`src/rtl/lcd_receiver_if.sv`:
```
// 8-bit HD44780-style LCD bus as seen between the display driver (master) and the responder (slave).
interface lcd_receiver_if;
  logic       EN;
  logic       RW;
  logic       RS;
  logic [7:0] data;

  modport master (output EN, RW, RS, data);
  modport slave  (input  EN, RW, RS, data);
endinterface

```
`src/rtl/lcd_receiver.sv`:
```
// HD44780-compatible bus responder: decodes EN falling-edge strobes into a 2x16 character image,
// address counter and mode flags, with busy timing, overrun and read-strobe error flags.
module lcd_receiver #(
  parameter int EXEC_CYCLES  = 2000,
  parameter int CLEAR_CYCLES = 82000
) (
  input  logic              clk,
  input  logic              rst_n,
  lcd_receiver_if.slave     bus,
  input  logic [4:0]        rd_addr,
  output logic [7:0]        rd_char,
  output logic [6:0]        ac,
  output logic              busy,
  output logic              disp_on,
  output logic              cursor_on,
  output logic              blink_on,
  output logic              two_line,
  output logic              inc_mode,
  output logic              cmd_valid,
  output logic              overrun,
  output logic              rw_err
);

  localparam int MAXC = (CLEAR_CYCLES > EXEC_CYCLES) ? CLEAR_CYCLES : EXEC_CYCLES;
  localparam int CW   = $clog2(MAXC + 1);

  typedef enum logic [1:0] {IDLE, CLEAR, BUSY} state_t;

  state_t          state_q, state_d;
  logic [CW-1:0]   cnt_q, cnt_d;
  logic [4:0]      idx_q, idx_d;
  logic            en_q, rs_q, rw_q;
  logic [7:0]      data_q;
  logic [6:0]      ac_q, ac_d;
  logic            disp_q, disp_d, cur_q, cur_d, blink_q, blink_d;
  logic            two_q, two_d, inc_q, inc_d;
  logic            cmd_valid_q, cmd_valid_d, overrun_q, overrun_d, rw_err_q, rw_err_d;
  logic [7:0]      rd_char_q;
  logic [7:0]      cell_q [32];
  logic            cell_we;
  logic [4:0]      cell_wa;
  logic [7:0]      cell_wd;
  logic            strobe;

  // DDRAM address wraps between the two 40-cell lines: 0x27<->0x40, 0x67<->0x00.
  function automatic logic [6:0] ac_step(input logic [6:0] a, input logic up);
    if (up) begin
      if (a == 7'h27)      return 7'h40;
      else if (a == 7'h67) return 7'h00;
      else                 return a + 7'd1;
    end else begin
      if (a == 7'h00)      return 7'h67;
      else if (a == 7'h40) return 7'h27;
      else                 return a - 7'd1;
    end
  endfunction

  assign strobe = en_q & ~bus.EN;

  always_comb begin
    state_d     = state_q;
    cnt_d       = cnt_q;
    idx_d       = idx_q;
    ac_d        = ac_q;
    disp_d      = disp_q;
    cur_d       = cur_q;
    blink_d     = blink_q;
    two_d       = two_q;
    inc_d       = inc_q;
    cmd_valid_d = 1'b0;
    overrun_d   = overrun_q;
    rw_err_d    = rw_err_q;
    cell_we     = 1'b0;
    cell_wa     = idx_q;
    cell_wd     = 8'h20;

    if (state_q == IDLE) begin
      if (strobe && rw_q) begin
        rw_err_d = 1'b1;
      end else if (strobe) begin
        cmd_valid_d = 1'b1;
        state_d     = BUSY;
        cnt_d       = CW'(EXEC_CYCLES - 1);
        if (rs_q) begin
          if (ac_q[5:4] == 2'b00) begin
            cell_we = 1'b1;
            cell_wa = {ac_q[6], ac_q[3:0]};
            cell_wd = data_q;
          end
          ac_d = ac_step(ac_q, inc_q);
        end else begin
          casez (data_q)
            8'b1???????: begin
              if (data_q[6:0] <= 7'h27 || (data_q[6:0] >= 7'h40 && data_q[6:0] <= 7'h67))
                ac_d = data_q[6:0];
            end
            8'b01??????: ;
            8'b001?????: two_d = data_q[3];
            8'b0001????: begin
              if (!data_q[3]) ac_d = ac_step(ac_q, data_q[2]);
            end
            8'b00001???: begin
              disp_d  = data_q[2];
              cur_d   = data_q[1];
              blink_d = data_q[0];
            end
            8'b000001??: inc_d = data_q[1];
            8'b0000001?: begin
              ac_d  = 7'h00;
              cnt_d = CW'(CLEAR_CYCLES - 1);
            end
            8'b00000001: begin
              ac_d    = 7'h00;
              inc_d   = 1'b1;
              state_d = CLEAR;
              cnt_d   = CW'(CLEAR_CYCLES - 1);
              idx_d   = 5'd0;
            end
            default: ;
          endcase
        end
      end
    end else begin
      if (strobe) begin
        overrun_d = 1'b1;
        if (rw_q) rw_err_d = 1'b1;
      end
      if (cnt_q != '0) cnt_d = cnt_q - CW'(1);
      if (state_q == CLEAR) begin
        // One cell per cycle; the shared busy count keeps running underneath.
        cell_we = 1'b1;
        idx_d   = idx_q + 5'd1;
        if (idx_q == 5'd31) state_d = (cnt_q == '0) ? IDLE : BUSY;
      end else if (cnt_q == '0) begin
        state_d = IDLE;
      end
    end
  end

  always_ff @(posedge clk or negedge rst_n) begin
    if (!rst_n) begin
      state_q     <= IDLE;
      cnt_q       <= '0;
      idx_q       <= '0;
      en_q        <= 1'b0;
      rs_q        <= 1'b0;
      rw_q        <= 1'b0;
      data_q      <= 8'h00;
      ac_q        <= 7'h00;
      disp_q      <= 1'b0;
      cur_q       <= 1'b0;
      blink_q     <= 1'b0;
      two_q       <= 1'b0;
      inc_q       <= 1'b1;
      cmd_valid_q <= 1'b0;
      overrun_q   <= 1'b0;
      rw_err_q    <= 1'b0;
      rd_char_q   <= 8'h20;
      for (int i = 0; i < 32; i++) cell_q[i] <= 8'h20;
    end else begin
      state_q     <= state_d;
      cnt_q       <= cnt_d;
      idx_q       <= idx_d;
      en_q        <= bus.EN;
      if (bus.EN) begin
        rs_q   <= bus.RS;
        rw_q   <= bus.RW;
        data_q <= bus.data;
      end
      ac_q        <= ac_d;
      disp_q      <= disp_d;
      cur_q       <= cur_d;
      blink_q     <= blink_d;
      two_q       <= two_d;
      inc_q       <= inc_d;
      cmd_valid_q <= cmd_valid_d;
      overrun_q   <= overrun_d;
      rw_err_q    <= rw_err_d;
      rd_char_q   <= cell_q[rd_addr];
      if (cell_we) cell_q[cell_wa] <= cell_wd;
    end
  end

  assign rd_char   = rd_char_q;
  assign ac        = ac_q;
  assign busy      = (state_q != IDLE);
  assign disp_on   = disp_q;
  assign cursor_on = cur_q;
  assign blink_on  = blink_q;
  assign two_line  = two_q;
  assign inc_mode  = inc_q;
  assign cmd_valid = cmd_valid_q;
  assign overrun   = overrun_q;
  assign rw_err    = rw_err_q;

endmodule

```
`src/flat_wrapper.sv`:
```
// flat-port wrapper written by rule: the top's interface ports become plain ports
module lcd_receiver_flat 
#(
  parameter int EXEC_CYCLES  = 2000,
  parameter int CLEAR_CYCLES = 82000
)
  (clk, rst_n, rd_addr, rd_char, ac, busy, disp_on, cursor_on, blink_on, two_line, inc_mode, cmd_valid, overrun, rw_err, bus_EN, bus_RW, bus_RS, bus_data);
  lcd_receiver_if bus_i ();
  input  logic clk;
  input  logic rst_n;
  input  logic [4:0] rd_addr;
  output logic [7:0] rd_char;
  output logic [6:0] ac;
  output logic busy;
  output logic disp_on;
  output logic cursor_on;
  output logic blink_on;
  output logic two_line;
  output logic inc_mode;
  output logic cmd_valid;
  output logic overrun;
  output logic rw_err;
  input wire logic [$bits(bus_i.EN)-1:0] bus_EN;
  input wire logic [$bits(bus_i.RW)-1:0] bus_RW;
  input wire logic [$bits(bus_i.RS)-1:0] bus_RS;
  input wire logic [$bits(bus_i.data)-1:0] bus_data;
  assign bus_i.EN = bus_EN;
  assign bus_i.RW = bus_RW;
  assign bus_i.RS = bus_RS;
  assign bus_i.data = bus_data;
  lcd_receiver #(.EXEC_CYCLES(EXEC_CYCLES), .CLEAR_CYCLES(CLEAR_CYCLES)) u_core (.clk(clk), .rst_n(rst_n), .bus(bus_i), .rd_addr(rd_addr), .rd_char(rd_char), .ac(ac), .busy(busy), .disp_on(disp_on), .cursor_on(cursor_on), .blink_on(blink_on), .two_line(two_line), .inc_mode(inc_mode), .cmd_valid(cmd_valid), .overrun(overrun), .rw_err(rw_err));
endmodule
```
`config.mk`:
```
export PLATFORM = sky130hd
export DESIGN_NAME = lcd_receiver_flat
export DESIGN_NICKNAME = d
export VERILOG_FILES = /design/src/rtl/lcd_receiver_if.sv /design/src/rtl/lcd_receiver.sv /design/src/flat_wrapper.sv
export SDC_FILE = /design/constraint.sdc
export NUM_CORES = 1
export LEC_CHECK = 0
export CAP_MARGIN = 5
export CELL_PAD_IN_SITES_DETAIL_PLACEMENT = 1
export CELL_PAD_IN_SITES_GLOBAL_PLACEMENT = 2
export CORE_MARGIN = 1
export CORE_UTILIZATION = 25
export DETAILED_ROUTE_END_ITERATION = 16
export PLACE_DENSITY_LB_ADDON = 0.12
export SLEW_MARGIN = 20
export SYNTH_ARGS = -nofsm -noshare
export SYNTH_HDL_FRONTEND = slang
export SYNTH_SLANG_ARGS = --single-unit
```
`constraint.sdc`:
```
create_clock -name clk -period 2.5 [get_ports clk]
set_input_delay 0.5 -clock clk [delete_from_list [all_inputs] [get_ports clk]]
set_output_delay 0.5 -clock clk [all_outputs]
set_load 0.005 [all_outputs]
```
# Word-level counts from Yosys, hierarchy flattened
# Cells that the tools add are included.
[word_totals]
reg_bits = 314
inputBits = 18
output_inout_bits = 24
[op_classes]
addsub = 4
magnitude_cmp = 6
n_eq_ne = 19
muxes = 61
bitwise_logic = 7
n_reduce_logical = 27
[op_table]
columns = ["operator", "n"]
rows = [
  ["$bwmux 256", 1],
  ["$mux 17", 6],
  ["$mux 8", 8],
  ["$mux 7", 9],
  ["$mux 5", 11],
  ["$bmux 8 s5", 1],
  ["$demux 8 s5", 1],
  ["$pmux 7 s3", 1],
  ["$reduce_and 5->1", 4],
  ["$mux 2", 9],
  ["$logic_not 17->1", 1],
  ["$reduce_bool 17->1", 1],
  ["$sub 17x1->17 const B", 1],
  ["$eq 7x7->1 const B", 2],
  ["$mux 1", 13],
  ["$ge 6x6->1 const B", 2],
  ["$not 5->6", 2],
  ["$reduce_bool 2->1", 6],
  ["$ne 3x2->1 const B", 3],
  ["$eq 8x1->1 const B", 1],
  ["$ne 2x2->1 const B", 4],
  ["$add 7x1->7 const B", 1],
  ["$eq 7x1->1 const B", 1],
  ["$eq 7x6->1 const B", 1],
  ["27 further kinds", 34],
]

# Longest topological paths before layout
[logic_depth]
ltp_word = 12
mapped_depth = 8
ltp_nobuf = 7

# Least setup slack after synthesis
# No wires, ideal clock.
[synth_timing]
kind = "in2reg"
startpoint = "in rd_addr[0]"
endpoint = "reg u_core.rd_char_q[0], in the netlist u_core.rd_char[0]"
setup_ps = 125
arrival_ps = 2243
setup_slack_ps = 133
cell_stages = 5
path_buffers = 2
cell_sequence = "buf_2 buf_2 mux4_2 mux4_2 mux2_2"
[synth_between]
elab_chain_len = 4
[synth_lines]
columns = ["item", "line_no", "text"]
rows = [
  ["start: declaration", "flat_wrapper.sv:11", "input logic [4:0] rd_addr;"],
  ["$not 5->6 (implied by the code)", "lcd_receiver.sv:179", "rd_char_q <= cell_q[rd_addr];"],
  ["$bmux 8 s5", "lcd_receiver.sv:179", ""],
  ["$mux 8 (implied by the code) (2 in a row)", "lcd_receiver.sv:179", ""],
  ["end signal: assignment", "lcd_receiver.sv:179", ""],
  ["end: declaration", "lcd_receiver.sv:38", "logic [7:0] rd_char_q;"],
]
# Every way passes these cells. The select of a mux whose other input is x is not followed.
# A chain may end at the register's enable or synchronous reset.

# Worst setup path after layout
[layout_timing]
startpoint = "reg u_core.ac_q[2], in the netlist u_core.ac[2]"
endpoint = "out ac[2]"
[layout_rtl]
columns = ["item", "line_no", "text"]
rows = [
  ["start: declaration", "lcd_receiver.sv:34", "logic [6:0] ac_q, ac_d;"],
  ["start signal: assignment", "lcd_receiver.sv:149", "ac_q <= 7'h00;"],
  ["start signal: assignment", "lcd_receiver.sv:170", "ac_q <= ac_d;"],
  ["end: declaration", "flat_wrapper.sv:13", "output logic [6:0] ac;"],
]
# No word-level cell between the ends.

==> results.ini <==
[power]
p_leak_nw = 8.22
power_frac_comb_pct = 4.2
powerDensity_nw_per_um2 = 606
sequentialPowerShare_pct = 44.7
switching_share_pct = 23.8
power.share.clock_pct = 51.2
ir_worst_vdd_mv = 0.392
p_switching_w = 0.00273
p_int_w = 0.00875

[cells_and_area]
layout_commonest_cell = dfrtp_1
fin_area_um2 = 18900
final_util_pct = 31.4
area_growth_pct = 24.2
seqCellArea_um2 = 7910
final_cell_mix = dfrtp_1, mux2_2, mux4_2
num-nets-final = 1208
multiInputGateArea_um2 = 6990
fill_cells = 6352
antenna_cells = 0
drive_gt1_share_pct = 50.2

[floorplan]
ios = 42
design.die.area_um2 = 62000
start_util_pct = 25.3
row_count = 90
die_x_um = 249
die_h_um = 249
coreArea_um2 = 60400

[critical_path]
worstPathArrival_ns = 1.91
critical_path_class = reg2out
critPathSlowestCell = dfrtp_4
endpoint_kind = primary output
crit_fanout = 16
max_stage_delay_ns = 0.55
rr_worst_depth = 8
cp_top_family = buffers and inverters
cp.buffers_inverters = 2
required_ns = 2.00
rr_endpoint = u_core.cell_q[167]$_DFFE_PN0P_
rr_startpoint = u_core.en_q$_DFF_PN0_
path_cells = buf_4 > clkdlybuf4s50_1
ff2ff_setup_slack_ns = 0.13
worst_setup_path_start_kind = flip-flop

[synth]
avgSynthCellArea_um2 = 14.2
yosys-top-cells-area = dfrtp_1, mux2_2, mux4_2
syn_inst = 1074
yosys.area.top_type = dfrtp_1
ys_seq_area_share_pct = 51.8
ys_types = 71
synth_area_um2 = 15300
synth_edf_count = 0
synth_seq_cells = 314
ys_warn_count = 0
synthesis.nets = 1099
synth.top_cell.area_share_pct = 45.9
ys.flop_type = dfrtp_1
ys_async_sr_fraction_pct = 100

[clock_tree]
cts_root_buffer = clkbuf_16
htreeDepth = 2
cts_sinks = 314
clk_pin_slew_ns = 0.05
numCtsBuffers = 41
clk_latency_ns = 0.58
clock_path_buffers = 3
cts_tree = yes

[outcome]
status = finished clean

[timing]
finalCriticalPeriod_ns = 2.41
maxSlewViolCount = 0
rsz0062_at_grt = false
finalHoldViolations = 0
finalCritPeriodShare_pct = 96.6
tightest_slew_ns = 0.813
setup_viol = 0
maxSlewHeadroom_pct = 45.8
skew_ns = 0.0247
timing.fmax_mhz = 414

[drt]
drt_iter0_markers = 469
vias = 9599
drtAntennaViolNets = 0
viasPerCell = 4.81
wire_per_inst_um = 23.5
drt_drc_violations_left = 0
routed_wl_um = 46900
first_pass_iters = 4

[job]
maxCapViolCount = 0

[global_route]
antenna_found_initial = 0
grt_start_max_net_pins = 74
grtUsageTotal_pct = 15.6
grt-ovfl-total = 0
grt_first_pass_wirelength_um = 72700
first_global_vias = 10800

[placed_design]
placed_area_um2 = 17600
finalWeightedCongestion = 0.715
dp_hpwl_um = 31100
io_buffers = 41

[worst_hold_path]
hold_class = in2async

## cell usage after synthesis (12+ instances only)
master and count:
dfrtp_1 280, mux2_2 275, mux4_2 80, clkbuf_1 61, nor2_1 45, dfstp_2 34
nand2_1 25, o21ai_0 24, nor3_1 16, a21oi_1 14, inv_1 14, a21oi_2 12
o22ai_2 12
## power groups by stage
stage	registers [W]	clock network, W	logic, W
after global placement	0.00522	0	0.000497
after CTS	0.00513	0.00613	0.000499
after floorplan	0.00521	0	0.000203
after detailed placement	0.00522	0	0.000496
after global routing	0.00513	0.00631	0.000529
final	0.00513	0.00588	0.000478
## worst max path at each step
| stage | startpoint | endpoint | slack, ns | depth (start not counted) |
|---|---|---|---|---|
| floorplan | rd_addr[0] | u_core.rd_char[0]$_DFF_PN0_ | 0.13 | 5 |
| global route | u_core.ac[2]$_DFFE_PN0P_ | ac[2] | 0.002 | 2 |
| finish | u_core.ac[2]$_DFFE_PN0P_ | ac[2] | 0.09 | 2 |
| detailed placement | bus_EN | u_core.cell_q[169]$_DFFE_PN0P_ | -0.45 | 9 |
| global placement | bus_EN | u_core.cell_q[168]$_DFFE_PN0P_ | -0.46 | 9 |
| CTS | u_core.state_q[0]$_DFFE_PN0P_ | busy | 0.04 | 4 |
## flip-flops by register name, summed over array words and instances, names as in the netlist
register / flops
u_core.cnt_q: 17
u_core.cell_q: 256
u_core.rw_err: 1
u_core.rw_q: 1
u_core.rd_char: 8
u_core.blink_on: 1
u_core.cmd_valid: 1
u_core.overrun: 1
u_core.two_line: 1
u_core.disp_on: 1
u_core.en_q: 1
u_core.rs_q: 1
u_core.inc_mode: 1
u_core.data_q: 8
u_core.ac: 7
u_core.idx_q: 5
u_core.state_q: 2
u_core.cursor_on: 1
## timing repair
item,in CTS,in global routing
buffers inserted,0,0
pin swaps,0,0
hold endpoints to repair,24,0
setup endpoints to repair,2,1
hold buffers,1,0
resized for setup,4,1
## routing by layer
layer  share of wire, %  track usage (%)  vias to the layer above
met5                  0                0                        -
met4                1.8             3.37                        0
met3                2.6             2.59                       53
met2                 48             25.6                       84
met1                 48             21.5                     5197
li1                   -                -                     4265
## area by class of cell
| type | count | share of cell area [%] |
|---|---|---|
| well taps | 782 | 5.16 |
| clock buffers | 64 | 6.40 |
| flip-flops and latches | 314 | 41.7 |
| repair buffers | 145 | 8.81 |
| inverters | 15 | 0.310 |
| multi-input cells | 666 | 36.9 |
| clock inverters | 10 | 0.693 |
## per-stage QoR
| step | total power (W) | setup slack [ns] | TNS (ns) | hold WS, ns | std cells |
|---|---|---|---|---|---|
| 6_report | 0.0115 | 0.0859 | 0 | 0.417 | 1996 |
| 5_1_grt | 0.0120 | 0.00160 | 0 | 0.426 | 1996 |
| 4_1_cts | 0.0118 | 0.0372 | 0 | 0.403 | 1996 |
| 3_5_place_dp | 0.00572 | -0.449 | -71.00 | 0.414 | 1921 |
| 3_3_place_gp | 0.00572 | -0.462 | -72.36 | 0.413 | 1921 |
| 2_1_floorplan | 0.00541 | 0.133 | 0 | 0.204 | 1074 |
## kinds of logic after synthesis
logic type,count (synthesis),synth area share (%)
multiplexers,356,32.2
flip-flops,314,51.8
AO/OA/AOI/OAI,124,6.46
XOR/XNOR,9,0.517
buffers and inverters,94,2.45
adder cells (fa/ha/maj),7,0.574
AND/OR/NAND/NOR,170,6.02
Power figures use the tool's default switching activity.
